`src/rtl/axis_pkt_source_pkg.sv`:
```
// Shared encodings for the AXI-Stream packet source: run modes, FSM states
// and the Galois LFSR feedback taps.
package axis_pkt_source_pkg;

  typedef enum logic [1:0] {
    MODE_BUF_ONCE   = 2'd0,
    MODE_BUF_REPEAT = 2'd1,
    MODE_LFSR_ONCE  = 2'd2,
    MODE_RESERVED   = 2'd3
  } mode_e;

  typedef enum logic [1:0] {
    ST_IDLE  = 2'd0,
    ST_SEND  = 2'd1,
    ST_FLUSH = 2'd2
  } state_e;

  // Right-shifting Galois taps for x^8 + x^6 + x^5 + x^4 + 1 (maximal length at 8 bits)
  localparam logic [7:0] LFSR_TAPS = 8'hB8;

  // The reserved encoding behaves as buffer one-shot
  function automatic mode_e norm_mode(input logic [1:0] m);
    return (m == MODE_RESERVED) ? MODE_BUF_ONCE : mode_e'(m);
  endfunction

endpackage

```
`src/rtl/axis_lfsr.sv`:
```
// WIDTH-bit right-shifting Galois LFSR; load restores the seed, advance steps once.
module axis_lfsr
  import axis_pkt_source_pkg::*;
#(
  parameter int               WIDTH = 8,
  parameter logic [WIDTH-1:0] SEED  = '1
) (
  input  logic             clk,
  input  logic             rst,
  input  logic             load,
  input  logic             advance,
  output logic [WIDTH-1:0] state
);

  localparam logic [WIDTH-1:0] TAPS = WIDTH'(LFSR_TAPS);

  logic [WIDTH-1:0] state_q, state_d;

  always_comb begin
    state_d = state_q;
    if (load) begin
      state_d = SEED;
    end else if (advance) begin
      state_d = state_q[0] ? ((state_q >> 1) ^ TAPS) : (state_q >> 1);
    end
  end

  always_ff @(posedge clk or posedge rst) begin
    if (rst) state_q <= SEED;
    else     state_q <= state_d;
  end

  assign state = state_q;

endmodule

```
`src/rtl/axis_pkt_source.sv`:
```
// AXI-Stream packet generator: streams a preloaded message buffer (one-shot
// or repeating) or an LFSR sequence, one beat per cycle with tlast framing.
module axis_pkt_source
  import axis_pkt_source_pkg::*;
#(
  parameter int               WIDTH     = 8,
  parameter int               DEPTH     = 16,
  parameter logic [WIDTH-1:0] LFSR_SEED = '1
) (
  input  logic                     clk,
  input  logic                     rst,
  input  logic                     wr_en,
  input  logic [$clog2(DEPTH)-1:0] wr_addr,
  input  logic [WIDTH-1:0]         wr_data,
  input  logic [$clog2(DEPTH):0]   pkt_len,
  input  logic [1:0]               mode,
  input  logic                     start,
  input  logic                     stop,
  input  logic                     m_axis_tready,
  output logic                     m_axis_tvalid,
  output logic [WIDTH-1:0]         m_axis_tdata,
  output logic                     m_axis_tlast,
  output logic                     busy,
  output logic                     done,
  output logic [15:0]              pkt_cnt
);

  localparam int AW = $clog2(DEPTH);
  localparam int LW = AW + 1;

  state_e           state_q, state_d;
  logic [AW-1:0]    idx_q, idx_d;
  logic [15:0]      pkt_cnt_q, pkt_cnt_d;
  logic             stop_q, stop_d;
  logic [LW-1:0]    len_q, len_d;
  mode_e            mode_q, mode_d;
  logic [WIDTH-1:0] mem_q [DEPTH];

  logic             lfsr_load, lfsr_adv;
  logic [WIDTH-1:0] lfsr_state;
  logic             len_ok, last_beat, hs;

  axis_lfsr #(
    .WIDTH (WIDTH),
    .SEED  (LFSR_SEED)
  ) u_lfsr (
    .clk     (clk),
    .rst     (rst),
    .load    (lfsr_load),
    .advance (lfsr_adv),
    .state   (lfsr_state)
  );

  assign len_ok    = (pkt_len != '0) && (pkt_len <= LW'(DEPTH));
  assign last_beat = ({1'b0, idx_q} == (len_q - LW'(1)));
  assign hs        = (state_q == ST_SEND) && m_axis_tready;

  always_comb begin
    state_d   = state_q;
    idx_d     = idx_q;
    pkt_cnt_d = pkt_cnt_q;
    stop_d    = stop_q;
    len_d     = len_q;
    mode_d    = mode_q;
    lfsr_load = 1'b0;
    lfsr_adv  = 1'b0;
    case (state_q)
      ST_IDLE: begin
        if (start && len_ok) begin
          len_d     = pkt_len;
          mode_d    = norm_mode(mode);
          idx_d     = '0;
          pkt_cnt_d = '0;
          stop_d    = 1'b0;
          lfsr_load = 1'b1;
          state_d   = ST_SEND;
        end
      end
      ST_SEND: begin
        if (stop) stop_d = 1'b1;
        if (hs) begin
          lfsr_adv = 1'b1;
          if (last_beat) begin
            pkt_cnt_d = pkt_cnt_q + 16'd1;
            idx_d     = '0;
            // A stop arriving on the final beat itself still ends the run here
            if (!(mode_q == MODE_BUF_REPEAT && !stop_q && !stop)) begin
              state_d = ST_FLUSH;
            end
          end else begin
            idx_d = idx_q + AW'(1);
          end
        end
      end
      ST_FLUSH: state_d = ST_IDLE;
      default:  state_d = ST_IDLE;
    endcase
  end

  always_ff @(posedge clk or posedge rst) begin
    if (rst) begin
      state_q   <= ST_IDLE;
      idx_q     <= '0;
      pkt_cnt_q <= '0;
      stop_q    <= 1'b0;
    end else begin
      state_q   <= state_d;
      idx_q     <= idx_d;
      pkt_cnt_q <= pkt_cnt_d;
      stop_q    <= stop_d;
    end
  end

  // Run configuration is only meaningful once a start has been accepted
  always_ff @(posedge clk) begin
    len_q  <= len_d;
    mode_q <= mode_d;
  end

  always_ff @(posedge clk) begin
    if (wr_en && (state_q == ST_IDLE)) mem_q[wr_addr] <= wr_data;
  end

  assign m_axis_tvalid = (state_q == ST_SEND);
  assign m_axis_tdata  = !m_axis_tvalid ? '0 :
                         (mode_q == MODE_LFSR_ONCE) ? lfsr_state : mem_q[idx_q];
  assign m_axis_tlast  = m_axis_tvalid && last_beat;
  assign busy          = (state_q != ST_IDLE);
  assign done          = (state_q == ST_FLUSH);
  assign pkt_cnt       = pkt_cnt_q;

endmodule

```
`config.mk`:
```
export PLATFORM = sky130hd
export DESIGN_NAME = axis_pkt_source
export DESIGN_NICKNAME = d
export VERILOG_FILES = /design/src/rtl/axis_pkt_source_pkg.sv /design/src/rtl/axis_lfsr.sv /design/src/rtl/axis_pkt_source.sv
export SDC_FILE = /design/constraint.sdc
export NUM_CORES = 1
export LEC_CHECK = 0
export ABC_AREA = 1
export CAP_MARGIN = 10
export CORE_UTILIZATION = 59
export DETAILED_ROUTE_END_ITERATION = 10
export PLACE_DENSITY = 0.81
export SYNTH_ARGS = -nofsm -noshare
export SYNTH_HDL_FRONTEND = slang
export SYNTH_SLANG_ARGS = --single-unit
```
`constraint.sdc`:
```
create_clock -name clk -period 2.1 [get_ports clk]
set_input_delay 0.525 -clock clk [delete_from_list [all_inputs] [get_ports clk]]
set_output_delay 0.525 -clock clk [all_outputs]
set_load 0.02 [all_outputs]
```
==> impl_metrics.toml <==
[critical_path]
end_kind = "output pin"
cp_top_family = "simple AND/OR/NAND/NOR gates"
crit_path_frequent_cell = "nand3_4"
required_ps = 1570
cpPeakStageDelay_ps = 470
path_class = "flop to output pin"
crit_buf_inv = 5
path_max_fanout = 5
cp_cell_sequence = "clkinv_4, buf_8, buf_16, nand2_4, nand3_4, nand3_4, nand3_4, nand2_4, nand3_4, nand2_2, inv_2, buf_6"
cp-start-kind = "flop"
critPathArrivalTime_ps = 2140
crit_slowest_cell = "dfrtp_2"

[yosys]
ys_seq_area_frac = 0.633
synth.distinct_cells = 31
synth-seq-cells = 166
yosys.area.top_type = "edfxtp_1"
netlist_area_um2 = 7650
syn_avg_cell_area_um2 = 9.46
synthesis.nets = 836
synth_top_area_frac = 0.530
synth_cells = 808
ys_warn_count = 0
synth_area_leaders = "edfxtp_1 (53%), nand2_1 (16%), dfrtp_1 (7.5%)"

[route]
vias = 6598
post_drt_wl_per_cell_um = 20.3
antenna_left = 0
drtPass1Iterations = 5
drc_errors = 0
drt_iter0_markers = 838
via_per_inst = 5.90
wl_mm = 22.8

[sta]
worstMarginPinSlew_ps = 679
slew_viol_final = 0
layout_min_cycle_time_ps = 2670
skew_ps = 19.7
hold_violations = 0
relSlewSlack = 0.546
hold_ws_ps = 484
tns_ps = -4350
rsz0062_at_grt = "true"
max_freq_mhz = 375
setup_viol = 9
period_share = 1.27
setup_slack_ps = -568

[global_route]
grt_max_degree = 32
grtUsageTotal = 0.330
first_global_vias = 6228
grt-ovfl-total = 0
antenna_found_initial = 0
grt_first_pass_wirelength_mm = 32.1

[final_layout]
final.fill_count = 707
area.growth.synth_to_final_pct = 33.3
finalNetCount = 962
final_cells = 1119
multiInputGateArea_um2 = 2940
drive_above_1_share = 0.271
seq_area_um2 = 4840
n_antenna_cell = 0
stdcell_area_um2 = 10200

[cts]
htree_num_levels = 4
cts_root_buf = "clkbuf_16"
hold_buffers = 0
cts.clk_slew.worst_paths_ps = 70
cts_made_buffers = 17
clockBufferDepth = 2
tritoncts = "yes"
clock_latency_ps = 450
numClockSinks = 166

[run]
maxCapViolations = 0

[die]
dieArea_um2 = 13400
start_util = 0.606
rows = 41
die_h_um = 116
core_area_um2 = 12600
ios = 53
die_x_um = 116

[placed_design]
gp_congestion = 0.910
dpl_cell_area_um2 = 8840
hpwl_mm = 12.5
port_buffers = 52
place_inst = 1072

[power_and_ir_drop]
peakVddDrop_uv = 923
power_density_nw_per_um2 = 1200
p_leak_nw = 4.36
power.total_mw = 12.3

[outcome]
status = "finished, violations left"
violations = "negative setup slack"

[worst_hold_path]
min_path_type = "flop to flop"
==> path summary, 6_finish.rpt <==
check,endpoint,slack [ps],cells after the start,from
worst min-delay path,u_lfsr.state[2],480,2,u_lfsr.state[2]
worst max register to register,pkt_cnt[6],10,14,idx_q[0]
worst max-delay path,m_axis_tdata[0],-570,12,idx_q[0]
worst min register to register,u_lfsr.state[2],480,2,u_lfsr.state[2]
min in group asynchronous,pkt_cnt[2],490,3,rst
max in group asynchronous,u_lfsr.state[2],1290,3,rst
==> flip-flops by register name (all words and copies together) (netlist names) <==
signal and count:
idx_q 4, len_q 5, state_q 2, pkt_cnt 16
stop_q 1, mode_q 2, u_lfsr.state 8, mem_q 128
==> logic make-up (layout without fill, tap and decap cells) <==
kind of cell | count (synthesis) | count (layout) | synth area share
and+or+nand+nor | 514 | 514 | 0.282
DFF | 166 | 166 | 0.633
buffers and inverters | 91 | 230 | 0.0517
AOI/OAI and AO/OA | 25 | 25 | 0.0185
xor gates and xnor gates | 9 | 9 | 0.0103
adders and majority gates | 3 | 3 | 0.00491
==> metal layers <==
layer,up-vias,GRT usage,wire [µm]
met2,462,0.540,11200
li1,2912,-,-
met1,3105,0.390,7880
met3,119,0.0884,2390
met5,-,0,0
met4,0,0.202,1320
==> layout by cell type (no fill, tap or decap), types with 8 or more instances in the layout <==
cell               n
clkbuf_16         19
nand3_4            8
nand2_1          284
buf_12            10
buf_6             10
dfstp_2            8
inv_2             11
buf_4             65
nor2_1            53
nand4_1            9
edfxtp_1         135
nand3_2           43
inv_1             50
clkdlybuf4s50_1   38
nand2_2           41
o21ai_0           12
nand2_4           10
dfrtp_1           21
nand3_1           49
==> per-stage QoR <==
stage	worst slack, ps	util
after global routing	-618	0.808
after CTS	-467	0.775
after floorplan	78.1	-
after global placement	-364	0.700
after detailed placement	-421	0.700
final	-568	0.808
==> cell usage after synthesis <==
master	instances
a21oi_1	6
a31oi_1	1
buf_1	3
buf_2	13
buf_4	4
buf_6	3
clkbuf_1	6
dfrtp_1	23
dfstp_2	8
edfxtp_1	135
ha_1	3
inv_1	57
inv_2	5
nand2_1	333
nand2_2	1
nand2_4	3
nand3_1	100
nand3b_1	1
nand4_1	9
nor2_1	55
nor2_2	1
nor2_4	2
nor2_8	1
nor3_1	5
nor3b_1	1
o211ai_1	4
o21ai_0	12
o21bai_1	2
or2_2	2
xnor2_1	5
xor2_1	4
==> tightest hold or removal path, delay by kind of cell, from the launching register on <==
family,cells,cell delay [ps]
AND/OR/NAND/NOR,2,110
flip-flops,1,370
==> what timing repair did <==
action / 4_1_cts / 5_1_grt
resized for setup: 100 / 109
endpoints found under the setup margin: 12 / 17
endpoints found under the hold margin: 0 / 0
cloned: 5 / 2
buffers inserted: 7 / 4
pin swaps: 22 / 38
==> where the power goes <==
| group | switching (mW) | internal, mW | total [mW] |
|---|---|---|---|
| registers | 0.154 | 3.76 | 3.91 |
| logic | 3.19 | 2.17 | 5.35 |
| clock network | 1.35 | 1.65 | 3.00 |
| total | 4.69 | 7.57 | 12.3 |
==> layout make-up <==
| cell class | instances | share of cell area |
|---|---|---|
| multi-input cells | 551 | 0.288 |
| inverters | 62 | 0.0233 |
| clock buffers | 19 | 0.0425 |
| repair buffers | 136 | 0.138 |
| clock inverters | 13 | 0.0120 |
| flip-flops and latches | 166 | 0.475 |
| well taps | 172 | 0.0211 |
No activity file was read; power rests on OpenSTA's default activity.
